==> src/rtl/router_pkg.sv <==
// Shared constants for the 1x3 router: FIFO geometry, header field bounds and tag position.
// Used by the FIFOs, the register stage and the router FSM.
package router_pkg;
  localparam int FIFO_DEPTH  = 16;
  localparam int FIFO_WIDTH  = 8;
  localparam int FIFO_ADDR_W = 4;

  // Header byte layout: [7:2] payload length, [1:0] destination address
  localparam int LEN_MSB  = 7;
  localparam int LEN_LSB  = 2;
  localparam int ADDR_MSB = 1;
  localparam int ADDR_LSB = 0;

  localparam int TAG_BIT = FIFO_WIDTH;
  localparam int PKT_W   = 7;
endpackage

==> src/rtl/router_fifo_mem.sv <==
// Simple dual-port storage for one router output FIFO: one write port, one
// combinational read port, and a synchronous clear-all alongside the async reset.
module router_fifo_mem #(
  parameter int DEPTH  = 16,
  parameter int WIDTH  = 9,
  parameter int ADDR_W = 4
) (
  input  logic              clock,
  input  logic              resetn,
  input  logic              clear,
  input  logic              wr_en,
  input  logic [ADDR_W-1:0] wr_addr,
  input  logic [WIDTH-1:0]  wr_data,
  input  logic [ADDR_W-1:0] rd_addr,
  output logic [WIDTH-1:0]  rd_data
);
  logic [WIDTH-1:0] mem [DEPTH];

  // clear wins over a same-cycle write so a flush never leaves a stray word behind
  always_ff @(posedge clock or negedge resetn) begin
    if (!resetn) begin
      for (int i = 0; i < DEPTH; i++) mem[i] <= '0;
    end else if (clear) begin
      for (int i = 0; i < DEPTH; i++) mem[i] <= '0;
    end else if (wr_en) begin
      mem[wr_addr] <= wr_data;
    end
  end

  assign rd_data = mem[rd_addr];
endmodule

==> src/rtl/router_fifo.sv <==
// Per-destination output FIFO of the 1x3 router. Tags each byte as header or not,
// tracks remaining packet length on the read side, and blanks data_out between packets.
module router_fifo
  import router_pkg::*;
#(
  parameter int DEPTH  = FIFO_DEPTH,
  parameter int WIDTH  = FIFO_WIDTH,
  parameter int ADDR_W = FIFO_ADDR_W
) (
  input  logic             clock,
  input  logic             resetn,
  input  logic             soft_reset,
  input  logic             write_enb,
  input  logic             read_enb,
  input  logic             lfd_state,
  input  logic [WIDTH-1:0] data_in,
  output logic             full,
  output logic             empty,
  output logic [WIDTH-1:0] data_out
);
  // Handshake: a write is accepted on a rising edge when write_enb && !full, a read
  // when read_enb && !empty; flags are judged on pre-edge pointers, rejected requests are dropped.
  logic [ADDR_W:0]  wr_ptr, rd_ptr;
  logic [PKT_W-1:0] pkt_count;
  logic [WIDTH:0]   rd_word;
  logic             do_wr, do_rd;

  assign empty = (wr_ptr == rd_ptr);
  assign full  = (wr_ptr[ADDR_W] != rd_ptr[ADDR_W]) &&
                 (wr_ptr[ADDR_W-1:0] == rd_ptr[ADDR_W-1:0]);
  assign do_wr = write_enb && !full;
  assign do_rd = read_enb && !empty;

  router_fifo_mem #(
    .DEPTH  (DEPTH),
    .WIDTH  (WIDTH + 1),
    .ADDR_W (ADDR_W)
  ) u_mem (
    .clock   (clock),
    .resetn  (resetn),
    .clear   (soft_reset),
    .wr_en   (do_wr),
    .wr_addr (wr_ptr[ADDR_W-1:0]),
    .wr_data ({lfd_state, data_in}),
    .rd_addr (rd_ptr[ADDR_W-1:0]),
    .rd_data (rd_word)
  );

  always_ff @(posedge clock or negedge resetn) begin
    if (!resetn) begin
      wr_ptr <= '0;
    end else if (soft_reset) begin
      wr_ptr <= '0;
    end else if (do_wr) begin
      wr_ptr <= wr_ptr + 1'b1;
    end
  end

  always_ff @(posedge clock or negedge resetn) begin
    if (!resetn) begin
      rd_ptr    <= '0;
      pkt_count <= '0;
      data_out  <= '0;
    end else if (soft_reset) begin
      rd_ptr    <= '0;
      pkt_count <= '0;
      data_out  <= '0;
    end else if (do_rd) begin
      rd_ptr   <= rd_ptr + 1'b1;
      data_out <= rd_word[WIDTH-1:0];
      // header reload counts the payload bytes plus the trailing parity byte
      if (rd_word[TAG_BIT])
        pkt_count <= {1'b0, rd_word[LEN_MSB:LEN_LSB]} + 1'b1;
      else if (pkt_count != '0)
        pkt_count <= pkt_count - 1'b1;
    end else if (pkt_count == '0) begin
      data_out <= '0;
    end
  end
endmodule

==> config.mk <==
export PLATFORM = sky130hd
export DESIGN_NAME = router_fifo
export DESIGN_NICKNAME = d
export VERILOG_FILES = /design/src/rtl/router_pkg.sv /design/src/rtl/router_fifo_mem.sv /design/src/rtl/router_fifo.sv
export SDC_FILE = /design/constraint.sdc
export NUM_CORES = 1
export LEC_CHECK = 0
export BUFFER_PORTS_ARGS = -buffer_cell sky130_fd_sc_hd__clkbuf_2
export CAP_MARGIN = 20
export CORE_MARGIN = 3
export CORE_UTILIZATION = 45
export DETAILED_ROUTE_END_ITERATION = 8
export GPL_ROUTABILITY_DRIVEN = 1
export GPL_TIMING_DRIVEN = 0
export PLACE_DENSITY = 0.65
export SLEW_MARGIN = 25
export SYNTH_ARGS = -nofsm -noshare
export SYNTH_HDL_FRONTEND = slang
export SYNTH_SLANG_ARGS = --single-unit
==> constraint.sdc <==
create_clock -name clock -period 3.4 [get_ports clock]
set_clock_uncertainty 0.2 [all_clocks]
set_input_delay 0.34 -clock clock [delete_from_list [all_inputs] [get_ports clock]]
set_output_delay 0.34 -clock clock [all_outputs]
set_load 0.02 [all_outputs]
==> run_summary.xml, run 1 <==
<?xml version="1.0" encoding="UTF-8"?>
<metrics>
  <group name="run_status">
    <metric name="status" unit="">finished clean</metric>
  </group>
  <group name="synth">
    <metric name="postSynth.topFlopCell" unit="">sky130_fd_sc_hd__dfrtp_1</metric>
    <metric name="synthesis.nets" unit="">760</metric>
    <metric name="synth.lib_cells_used.distinct" unit="">45</metric>
    <metric name="asyncSetResetFlopFracSynth" unit="%">100</metric>
    <metric name="syn_area_per_cell" unit="sq um">11.7</metric>
    <metric name="synth.yosys.warnings" unit="">0</metric>
    <metric name="synth.yosys.seq_area_share" unit="%">48.9</metric>
    <metric name="synth_enable_flop_cells" unit="">0</metric>
    <metric name="ys_ff_latch" unit="">169</metric>
    <metric name="gate_count_of_the_mapped_netlist" unit="">738</metric>
    <metric name="syn_area" unit="sq um">8650</metric>
  </group>
  <group name="worst_hold_path">
    <metric name="worst_hold_path.num_cells" unit="">3</metric>
    <metric name="hold_path.class" unit="">input pin to flip-flop</metric>
    <metric name="hold_path_startpoint" unit="">data_in[6]</metric>
    <metric name="min_delay_worst_endpoint" unit="">u_mem.mem[132]$_DFFE_PN0P_</metric>
  </group>
  <group name="timing">
    <metric name="hold_viol" unit="">0</metric>
    <metric name="maxClockFrequency" unit="MHz">310</metric>
    <metric name="timing.final.setup_violations" unit="">0</metric>
    <metric name="worst_slew_pin_slew" unit="ns">0.710</metric>
    <metric name="max_slew_margin" unit="%">52.7</metric>
    <metric name="rsz0062_at_grt" unit="">no</metric>
    <metric name="slew_viol_final" unit="">0</metric>
    <metric name="final_min_period_over_clock_period" unit="%">95.0</metric>
    <metric name="period_minus_slack" unit="ns">3.23</metric>
  </group>
  <group name="clock_network">
    <metric name="clockRootBuffer" unit="">sky130_fd_sc_hd__clkbuf_16</metric>
    <metric name="path_clk_slew" unit="ns">0.06</metric>
    <metric name="clkLatencyLatePin" unit="ns">0.44</metric>
    <metric name="post-cts-setup-buffer-count" unit="">0</metric>
    <metric name="cts_buffers" unit="">17</metric>
    <metric name="cts_tree" unit="">yes</metric>
    <metric name="cts-root-to-sink-buffers" unit="">2</metric>
    <metric name="cts_max_level" unit="">4</metric>
    <metric name="cts.sinks" unit="">169</metric>
  </group>
  <group name="global_route">
    <metric name="number_of_antenna_violations_at_the_first_check_in_global_routing" unit="">0</metric>
    <metric name="gr-usage-all-layers" unit="%">22.6</metric>
    <metric name="maximum_number_of_pins_on_one_net_before_global_route_repair" unit="">79</metric>
    <metric name="grt_pass1_wl" unit="microns">35600</metric>
    <metric name="grt_pass1_vias" unit="">6403</metric>
    <metric name="grt_overflow" unit="">0</metric>
  </group>
  <group name="layout">
    <metric name="insertedDiodeCount" unit="">0</metric>
    <metric name="layout_common_cells" unit="">sky130_fd_sc_hd__dfrtp_1, sky130_fd_sc_hd__nor2_1, sky130_fd_sc_hd__mux2i_1</metric>
    <metric name="flow.area_growth_from_synthesis" unit="%">12.1</metric>
    <metric name="fillerInstances" unit="">1635</metric>
    <metric name="final_nets" unit="">803</metric>
    <metric name="register_area" unit="sq um">4230</metric>
    <metric name="final_area" unit="sq um">9690</metric>
    <metric name="finalCoreUtilization" unit="%">51.7</metric>
    <metric name="area_of_combinational_cells_with_multiple_inputs" unit="sq um">4050</metric>
    <metric name="layout_cell_share_with_drive_strength_beyond_1" unit="%">14.9</metric>
    <metric name="layout_commonest_cell" unit="">sky130_fd_sc_hd__dfrtp_1</metric>
  </group>
  <group name="die">
    <metric name="die_x" unit="microns">145</metric>
    <metric name="die_height" unit="microns">145</metric>
    <metric name="area_of_the_core" unit="sq um">18800</metric>
    <metric name="floorplan.rows" unit="">50</metric>
    <metric name="start_util" unit="%">46.1</metric>
    <metric name="ios" unit="">24</metric>
    <metric name="total_die_area" unit="sq um">20900</metric>
  </group>
  <group name="pwr">
    <metric name="vdd_ir_drop_max" unit="uV">353</metric>
    <metric name="total_leakage_power" unit="nW">5.27</metric>
    <metric name="cellPowerDensity" unit="nW/um^2">508</metric>
  </group>
  <group name="drt">
    <metric name="post_drt_via_cell_ratio" unit="">5.88</metric>
    <metric name="drt_drc_violations_left" unit="">0</metric>
    <metric name="drtAntennaViolNets" unit="">0</metric>
    <metric name="final_routed_wire_length_divided_by_cell_count" unit="microns">21.7</metric>
    <metric name="drtIter0Drc" unit="">428</metric>
    <metric name="initial_drt_pass_iterations" unit="">6</metric>
    <metric name="vias" unit="">6043</metric>
    <metric name="postRouteWirelength" unit="microns">22300</metric>
  </group>
  <group name="critical_path">
    <metric name="regToRegStartpoint" unit="">rd_ptr[0]$_DFFE_PN0P_</metric>
    <metric name="r2r_end" unit="">pkt_count[1]$_DFFE_PN0P_</metric>
    <metric name="cp_max_fo" unit="">10</metric>
    <metric name="worst_setup_path_end_kind" unit="">flip-flop</metric>
    <metric name="worstSetupPathType" unit="">flip-flop to flip-flop</metric>
    <metric name="rr_worst_depth" unit="">9</metric>
    <metric name="crit_required" unit="ns">3.49</metric>
    <metric name="cp.arrival" unit="ns">3.32</metric>
    <metric name="startpoint_type" unit="">flip-flop</metric>
    <metric name="worst-r2r-setup-slack" unit="ns">0.17</metric>
  </group>
  <group name="job">
    <metric name="cap_viol_max_count" unit="">0</metric>
  </group>
  <group name="place">
    <metric name="finalWeightedCongestion" unit="">0.856</metric>
    <metric name="post-dp-hpwl" unit="microns">16100</metric>
    <metric name="buffer_ports.inserted" unit="">22</metric>
    <metric name="placement.cell_area" unit="sq um">9110</metric>
  </group>
</metrics>
## kinds of logic after synthesis
group	count (synthesis)	synth area share, %
simple gates	240	11.7
flops	169	48.9
fa+ha+maj	8	1.16
mux	191	28.6
xor+xnor	19	1.92
buf+inv	70	4.35
compound gates	41	3.43
## cells in the mapped netlist (2+ instances only)
| cell type | instances | area [sq um] |
|---|---|---|
| sky130_fd_sc_hd__or3_1 | 4 | 25.0 |
| sky130_fd_sc_hd__nand2b_1 | 3 | 18.8 |
| sky130_fd_sc_hd__buf_6 | 4 | 45.0 |
| sky130_fd_sc_hd__ha_1 | 8 | 100 |
| sky130_fd_sc_hd__a22oi_1 | 4 | 30.0 |
| sky130_fd_sc_hd__nor4_1 | 3 | 18.8 |
| sky130_fd_sc_hd__nand2_1 | 22 | 82.6 |
| sky130_fd_sc_hd__nand4_1 | 8 | 50.1 |
| sky130_fd_sc_hd__inv_1 | 5 | 18.8 |
| sky130_fd_sc_hd__clkbuf_1 | 30 | 113 |
| sky130_fd_sc_hd__mux2i_1 | 150 | 1500 |
| sky130_fd_sc_hd__mux4_2 | 25 | 563 |
| sky130_fd_sc_hd__buf_1 | 2 | 7.51 |
| sky130_fd_sc_hd__buf_2 | 10 | 50.1 |
| sky130_fd_sc_hd__o21a_1 | 2 | 15.0 |
| sky130_fd_sc_hd__o22ai_1 | 3 | 18.8 |
| sky130_fd_sc_hd__o21ai_0 | 3 | 15.0 |
| sky130_fd_sc_hd__nand3_1 | 25 | 125 |
| sky130_fd_sc_hd__xnor2_1 | 9 | 78.8 |
| sky130_fd_sc_hd__dfrtp_1 | 169 | 4230 |
| sky130_fd_sc_hd__nor2_1 | 163 | 612 |
| sky130_fd_sc_hd__nor2b_1 | 4 | 25.0 |
| sky130_fd_sc_hd__a21oi_1 | 14 | 70.1 |
| sky130_fd_sc_hd__mux4_1 | 15 | 394 |
| sky130_fd_sc_hd__o31a_1 | 2 | 17.5 |
| sky130_fd_sc_hd__a2bb2oi_1 | 2 | 17.5 |
| sky130_fd_sc_hd__xor2_1 | 10 | 87.6 |
| sky130_fd_sc_hd__nor3_1 | 4 | 20.0 |
| sky130_fd_sc_hd__buf_4 | 19 | 143 |
## per-stage QoR
stage	total power [W]	cells	TNS (ns)	hold slack, ns	setup WS, ns
2_1_floorplan	0.00278	738	0	-0.156	0.725
3_3_place_gp	0.00304	994	-181.94	0.294	-1.09
3_5_place_dp	0.00308	996	-0.0469	0.0656	-0.0469
4_1_cts	0.00496	1028	0	0.0632	0.0377
5_1_grt	0.00515	1027	0	0.0632	0.0488
6_report	0.00493	1027	0	0.0689	0.170
## area by class of cell
| cell class | instances | share of cell area, % |
|---|---|---|
| clock inverter | 10 | 1.25 |
| tap | 234 | 3.02 |
| buffer | 64 | 3.67 |
| timing repair buffer | 25 | 1.90 |
| multi-input combinational | 499 | 41.8 |
| inverter | 5 | 0.194 |
| clock buffer | 21 | 4.54 |
| sequential | 169 | 43.6 |
## layer usage
metal	vias up	track usage [%]	routed length (microns)
li1	2688	-	-
met1	3182	29.7	9740
met2	152	38.8	11300
met3	21	4.66	993
met4	0	5.40	293
met5	-	0	0
## where the power goes
part           switching, W  internal (W)  total (W)
Clock              0.000799       0.00108    0.00188
Sequential        0.0000573       0.00206    0.00212
Combinational      0.000579      0.000350   0.000929
## worst max path at each step
stage	from	endpoint	slack [ns]	cells past startpoint
global route	rd_ptr[0]$_DFFE_PN0P_	pkt_count[1]$_DFFE_PN0P_	0.05	9
floorplan	rd_ptr[0]$_DFFE_PN0P_	pkt_count[1]$_DFFE_PN0P_	0.72	9
detailed placement	rd_ptr[1]$_DFFE_PN0P_	pkt_count[1]$_DFFE_PN0P_	-0.05	10
global placement	resetn	u_mem.mem[32]$_DFFE_PN0P_	-1.09	1
finish	rd_ptr[0]$_DFFE_PN0P_	pkt_count[1]$_DFFE_PN0P_	0.17	9
CTS	rd_ptr[1]$_DFFE_PN0P_	pkt_count[1]$_DFFE_PN0P_	0.04	10
## flip-flops by register name, indices dropped and copies added (netlist names)
name / count
u_mem.mem: 144
data_out: 8
pkt_count: 7
rd_ptr: 5
wr_ptr: 5
## critical path: stages, from the launching register on
cell and delay [ns]:
sky130_fd_sc_hd__dfrtp_1 0.48, sky130_fd_sc_hd__buf_6 0.23, sky130_fd_sc_hd__buf_6 0.24, sky130_fd_sc_hd__mux4_2 0.57, sky130_fd_sc_hd__a22oi_1 0.26, sky130_fd_sc_hd__nand3_2 0.23
sky130_fd_sc_hd__ha_1 0.35, sky130_fd_sc_hd__mux2_2 0.27, sky130_fd_sc_hd__a22oi_1 0.20, sky130_fd_sc_hd__nor2_1 0.06
## what timing repair did
action / 4_1_cts / 5_1_grt
setup endpoints to repair: 1 / 1
resized for setup: 1 / 2
hold buffers: 1 / 0
endpoints found under the hold margin: 43 / 0
No activity file was read; power rests on OpenSTA's default activity.
==> inputs of run 2 (changes only) <==
--- a/config.mk
+++ b/config.mk
@@ -13,7 +13,7 @@
 export GPL_ROUTABILITY_DRIVEN = 1
 export GPL_TIMING_DRIVEN = 0
 export PLACE_DENSITY = 0.65
-export SLEW_MARGIN = 25
 export SYNTH_ARGS = -nofsm -noshare
 export SYNTH_HDL_FRONTEND = slang
+export SYNTH_HIERARCHICAL = 1
 export SYNTH_SLANG_ARGS = --single-unit
==> run_summary.xml, run 2 <==
<?xml version="1.0" encoding="UTF-8"?>
<metrics>
  <group name="run_status">
    <metric name="status" unit="">finished clean</metric>
  </group>
  <group name="global_route">
    <metric name="gr-usage-all-layers" unit="%">27.0</metric>
    <metric name="grt_overflow" unit="">0</metric>
    <metric name="number_of_antenna_violations_at_the_first_check_in_global_routing" unit="">0</metric>
    <metric name="grt_pass1_vias" unit="">7574</metric>
    <metric name="grt_pass1_wl" unit="microns">45000</metric>
    <metric name="maximum_number_of_pins_on_one_net_before_global_route_repair" unit="">88</metric>
  </group>
  <group name="pwr">
    <metric name="cellPowerDensity" unit="nW/um^2">495</metric>
    <metric name="seq_power_share" unit="%">42.8</metric>
    <metric name="power.clock.fraction" unit="%">37.9</metric>
    <metric name="power.share.combinational" unit="%">19.2</metric>
    <metric name="p_total" unit="W">0.00491</metric>
    <metric name="switching_share" unit="%">30.8</metric>
    <metric name="total_leakage_power" unit="nW">4.03</metric>
    <metric name="p_int" unit="W">0.00340</metric>
    <metric name="vdd_ir_drop_max" unit="uV">349</metric>
    <metric name="power_switching" unit="W">0.00151</metric>
  </group>
  <group name="synth">
    <metric name="synth_top_area_share" unit="%">47.6</metric>
    <metric name="synthesis.nets" unit="">943</metric>
    <metric name="synth.yosys.seq_area_share" unit="%">47.6</metric>
    <metric name="gate_count_of_the_mapped_netlist" unit="">925</metric>
    <metric name="yosys.area.top_type" unit="">sky130_fd_sc_hd__dfrtp_1</metric>
    <metric name="asyncSetResetFlopFracSynth" unit="%">100</metric>
    <metric name="postSynth.topFlopCell" unit="">sky130_fd_sc_hd__dfrtp_1</metric>
    <metric name="syn_area_per_cell" unit="sq um">9.60</metric>
    <metric name="cell_types_occupying_the_most_area_after_synthesis" unit="">sky130_fd_sc_hd__dfrtp_1, sky130_fd_sc_hd__o21ai_0, sky130_fd_sc_hd__nand3_1, sky130_fd_sc_hd__a21oi_1, sky130_fd_sc_hd__mux4_2</metric>
    <metric name="synth.most_common_cell" unit="">sky130_fd_sc_hd__dfrtp_1</metric>
    <metric name="synth_enable_flop_cells" unit="">0</metric>
    <metric name="ys_top_cells_by_count" unit="">sky130_fd_sc_hd__dfrtp_1, sky130_fd_sc_hd__o21ai_0, sky130_fd_sc_hd__nand3_1</metric>
    <metric name="ys_ff_latch" unit="">169</metric>
    <metric name="syn_area" unit="sq um">8880</metric>
    <metric name="synth.lib_cells_used.distinct" unit="">45</metric>
    <metric name="synth.yosys.warnings" unit="">6</metric>
  </group>
  <group name="layout">
    <metric name="largest_registers_ranked_by_flip_flop_count" unit="">u_mem/mem: 144 flops, data_out: 8 flops, pkt_count: 7 flops</metric>
    <metric name="insertedDiodeCount" unit="">0</metric>
    <metric name="final_nets" unit="">978</metric>
    <metric name="flow.area_growth_from_synthesis" unit="%">11.6</metric>
    <metric name="layout_commonest_cell" unit="">sky130_fd_sc_hd__dfrtp_1</metric>
    <metric name="fillerInstances" unit="">1824</metric>
    <metric name="area_of_combinational_cells_with_multiple_inputs" unit="sq um">4130</metric>
    <metric name="layout_cell_share_with_drive_strength_beyond_1" unit="%">13.4</metric>
    <metric name="register_area" unit="sq um">4230</metric>
    <metric name="number_of_flip_flops_in_the_largest_register" unit="">144</metric>
    <metric name="layout.cells.non_filler" unit="">1233</metric>
    <metric name="largest-register" unit="">u_mem/mem</metric>
    <metric name="layout_common_cells" unit="">sky130_fd_sc_hd__dfrtp_1, sky130_fd_sc_hd__nand3_1, sky130_fd_sc_hd__o21ai_0</metric>
    <metric name="finalCoreUtilization" unit="%">52.1</metric>
  </group>
  <group name="timing">
    <metric name="hold_viol" unit="">0</metric>
    <metric name="fin_worst_hold_slack" unit="ns">0.0838</metric>
    <metric name="rsz0062_at_grt" unit="">no</metric>
    <metric name="max_slew_margin" unit="%">49.2</metric>
    <metric name="worst_slew_pin_slew" unit="ns">0.761</metric>
    <metric name="period_minus_slack" unit="ns">3.34</metric>
    <metric name="slew_viol_final" unit="">0</metric>
    <metric name="maxClockFrequency" unit="MHz">300</metric>
    <metric name="final_min_period_over_clock_period" unit="%">98.2</metric>
    <metric name="timing.final.setup_violations" unit="">0</metric>
  </group>
  <group name="critical_path">
    <metric name="crit_required" unit="ns">3.56</metric>
    <metric name="crit_buf_inv" unit="">2</metric>
    <metric name="slowest_stage" unit="">sky130_fd_sc_hd__dfrtp_1</metric>
    <metric name="crit_chain" unit="">buf_4 &gt; buf_2 &gt; mux4_2 &gt; a22oi_1 &gt; nand2_1 &gt; ha_1 &gt; nand3_1 &gt; xnor2_1 &gt; a21oi_1 &gt; or2_2 &gt; a21oi_1</metric>
    <metric name="worst_path_most_repeated_cell" unit="">sky130_fd_sc_hd__a21oi_1</metric>
    <metric name="crit_path_max_incr_delay" unit="ns">0.44</metric>
    <metric name="cp.arrival" unit="ns">3.50</metric>
    <metric name="worst_setup_path_end_kind" unit="">flip-flop</metric>
    <metric name="worst_path_dominant_cell_family" unit="">simple AND/OR/NAND/NOR gates</metric>
    <metric name="cp_max_fo" unit="">10</metric>
    <metric name="worstSetupPathType" unit="">flip-flop to flip-flop</metric>
    <metric name="startpoint_type" unit="">flip-flop</metric>
  </group>
  <group name="clock_network">
    <metric name="cts_buffers" unit="">17</metric>
    <metric name="path_clk_slew" unit="ns">0.07</metric>
    <metric name="cts_tree" unit="">yes</metric>
    <metric name="cts_max_level" unit="">4</metric>
    <metric name="clockRootBuffer" unit="">sky130_fd_sc_hd__clkbuf_16</metric>
    <metric name="cts.sinks" unit="">169</metric>
    <metric name="clkLatencyLatePin" unit="ns">0.43</metric>
    <metric name="cts-root-to-sink-buffers" unit="">2</metric>
  </group>
  <group name="die">
    <metric name="area_of_the_core" unit="sq um">19000</metric>
    <metric name="die_height" unit="microns">146</metric>
    <metric name="start_util" unit="%">46.7</metric>
    <metric name="die_x" unit="microns">146</metric>
    <metric name="ios" unit="">24</metric>
    <metric name="floorplan.rows" unit="">50</metric>
    <metric name="total_die_area" unit="sq um">21500</metric>
  </group>
  <group name="place">
    <metric name="placed_cells" unit="">1200</metric>
    <metric name="finalWeightedCongestion" unit="">0.910</metric>
    <metric name="post-dp-hpwl" unit="microns">18700</metric>
    <metric name="buffer_ports.inserted" unit="">14</metric>
  </group>
  <group name="drt">
    <metric name="drt_drc_violations_left" unit="">0</metric>
    <metric name="drtAntennaViolNets" unit="">0</metric>
    <metric name="vias" unit="">7854</metric>
    <metric name="final_routed_wire_length_divided_by_cell_count" unit="microns">23.2</metric>
    <metric name="post_drt_via_cell_ratio" unit="">6.37</metric>
    <metric name="initial_drt_pass_iterations" unit="">5</metric>
    <metric name="postRouteWirelength" unit="microns">28600</metric>
    <metric name="drtIter0Drc" unit="">1020</metric>
  </group>
  <group name="job">
    <metric name="cap_viol_max_count" unit="">0</metric>
  </group>
  <group name="worst_hold_path">
    <metric name="hold_path.class" unit="">input pin to flip-flop</metric>
  </group>
</metrics>
-- run 2: cell type report --
cell class	count	area share, %
Timing Repair Buffer	16	1.17
Clock inverter	12	0.922
Clock buffer	20	4.71
Tap cell	260	3.28
Sequential cell	169	42.7
Multi-Input combinational cell	641	41.6
Buffer	111	5.42
Inverter	4	0.152
-- run 2: logic make-up (layout without fill, tap and decap cells) --
family	count (synthesis)	count (layout)	synth area share (%)
AO/OA/AOI/OAI	340	340	20.0
XOR/XNOR	19	19	1.87
adder cells (fa/ha/maj)	4	4	0.564
buffers and inverters	115	163	6.02
flip-flops	169	169	47.6
multiplexers	39	39	10.2
AND/OR/NAND/NOR	239	239	13.7
-- run 2: metal layers --
| metal | vias up | global-route usage (%) | part of all wire (%) |
|---|---|---|---|
| met1 | 3913 | 37.5 | 41 |
| met3 | 67 | 7.29 | 9.9 |
| met4 | 0 | 8.75 | 3.1 |
| met2 | 422 | 41.4 | 46 |
| li1 | 3452 | - | - |
| met5 | - | 0 | 0 |
-- run 2: worst reg2reg max path, cell delays in order (launching register included) --
cell                      delay [ns]
sky130_fd_sc_hd__dfrtp_1        0.44
sky130_fd_sc_hd__buf_4          0.22
sky130_fd_sc_hd__buf_2          0.35
sky130_fd_sc_hd__mux4_2         0.41
sky130_fd_sc_hd__a22oi_1        0.37
sky130_fd_sc_hd__nand2_1        0.23
sky130_fd_sc_hd__ha_1           0.31
sky130_fd_sc_hd__nand3_1        0.11
sky130_fd_sc_hd__xnor2_1        0.12
sky130_fd_sc_hd__a21oi_1        0.08
sky130_fd_sc_hd__or2_2          0.28
sky130_fd_sc_hd__a21oi_1        0.15
-- run 2: power by group through the flow --
stage	Sequential, W	Clock [W]	Combinational (W)
after floorplan	0.00213	0	0.000644
after global placement	0.00214	0	0.000917
after detailed placement	0.00214	0	0.000926
after CTS	0.00210	0.00188	0.000930
after global routing	0.00211	0.00199	0.00103
final	0.00210	0.00186	0.000944
-- run 2: stage by stage --
step                      area (sq um)  setup WS [ns]  TNS, ns
final                             9910         0.0624        0
after global routing              9910        0.00574        0
after CTS                         9880         0.0232        0
after detailed placement          9310         -0.155   -0.237
after global placement            9280          -1.49  -251.32
after floorplan                   8880          0.633        0
-- run 2: timing repair --
action	CTS	global route
gates resized for setup	1	25
setup endpoints to repair	3	125
hold buffers	1	0
hold endpoints to repair	82	0
buffers inserted	0	0
-- run 2: final timing paths --
kind / startpoint / end / slack, ns / cells after the start
hold reg to reg: data_out[5]$_DFFE_PN0P_ / data_out[5]$_DFFE_PN0P_ / 0.30 / 2
hold / removal: lfd_state / u_mem/mem[8]$_DFFE_PN0P_ / 0.08 / 3
min in group asynchronous: resetn / u_mem/mem[23]$_DFFE_PN0P_ / 0.33 / 2
max in group asynchronous: resetn / u_mem/mem[110]$_DFFE_PN0P_ / 1.81 / 3
setup / recovery: rd_ptr[1]$_DFFE_PN0P_ / pkt_count[4]$_DFFE_PN0P_ / 0.06 / 11
setup reg to reg: rd_ptr[1]$_DFFE_PN0P_ / pkt_count[4]$_DFFE_PN0P_ / 0.06 / 11
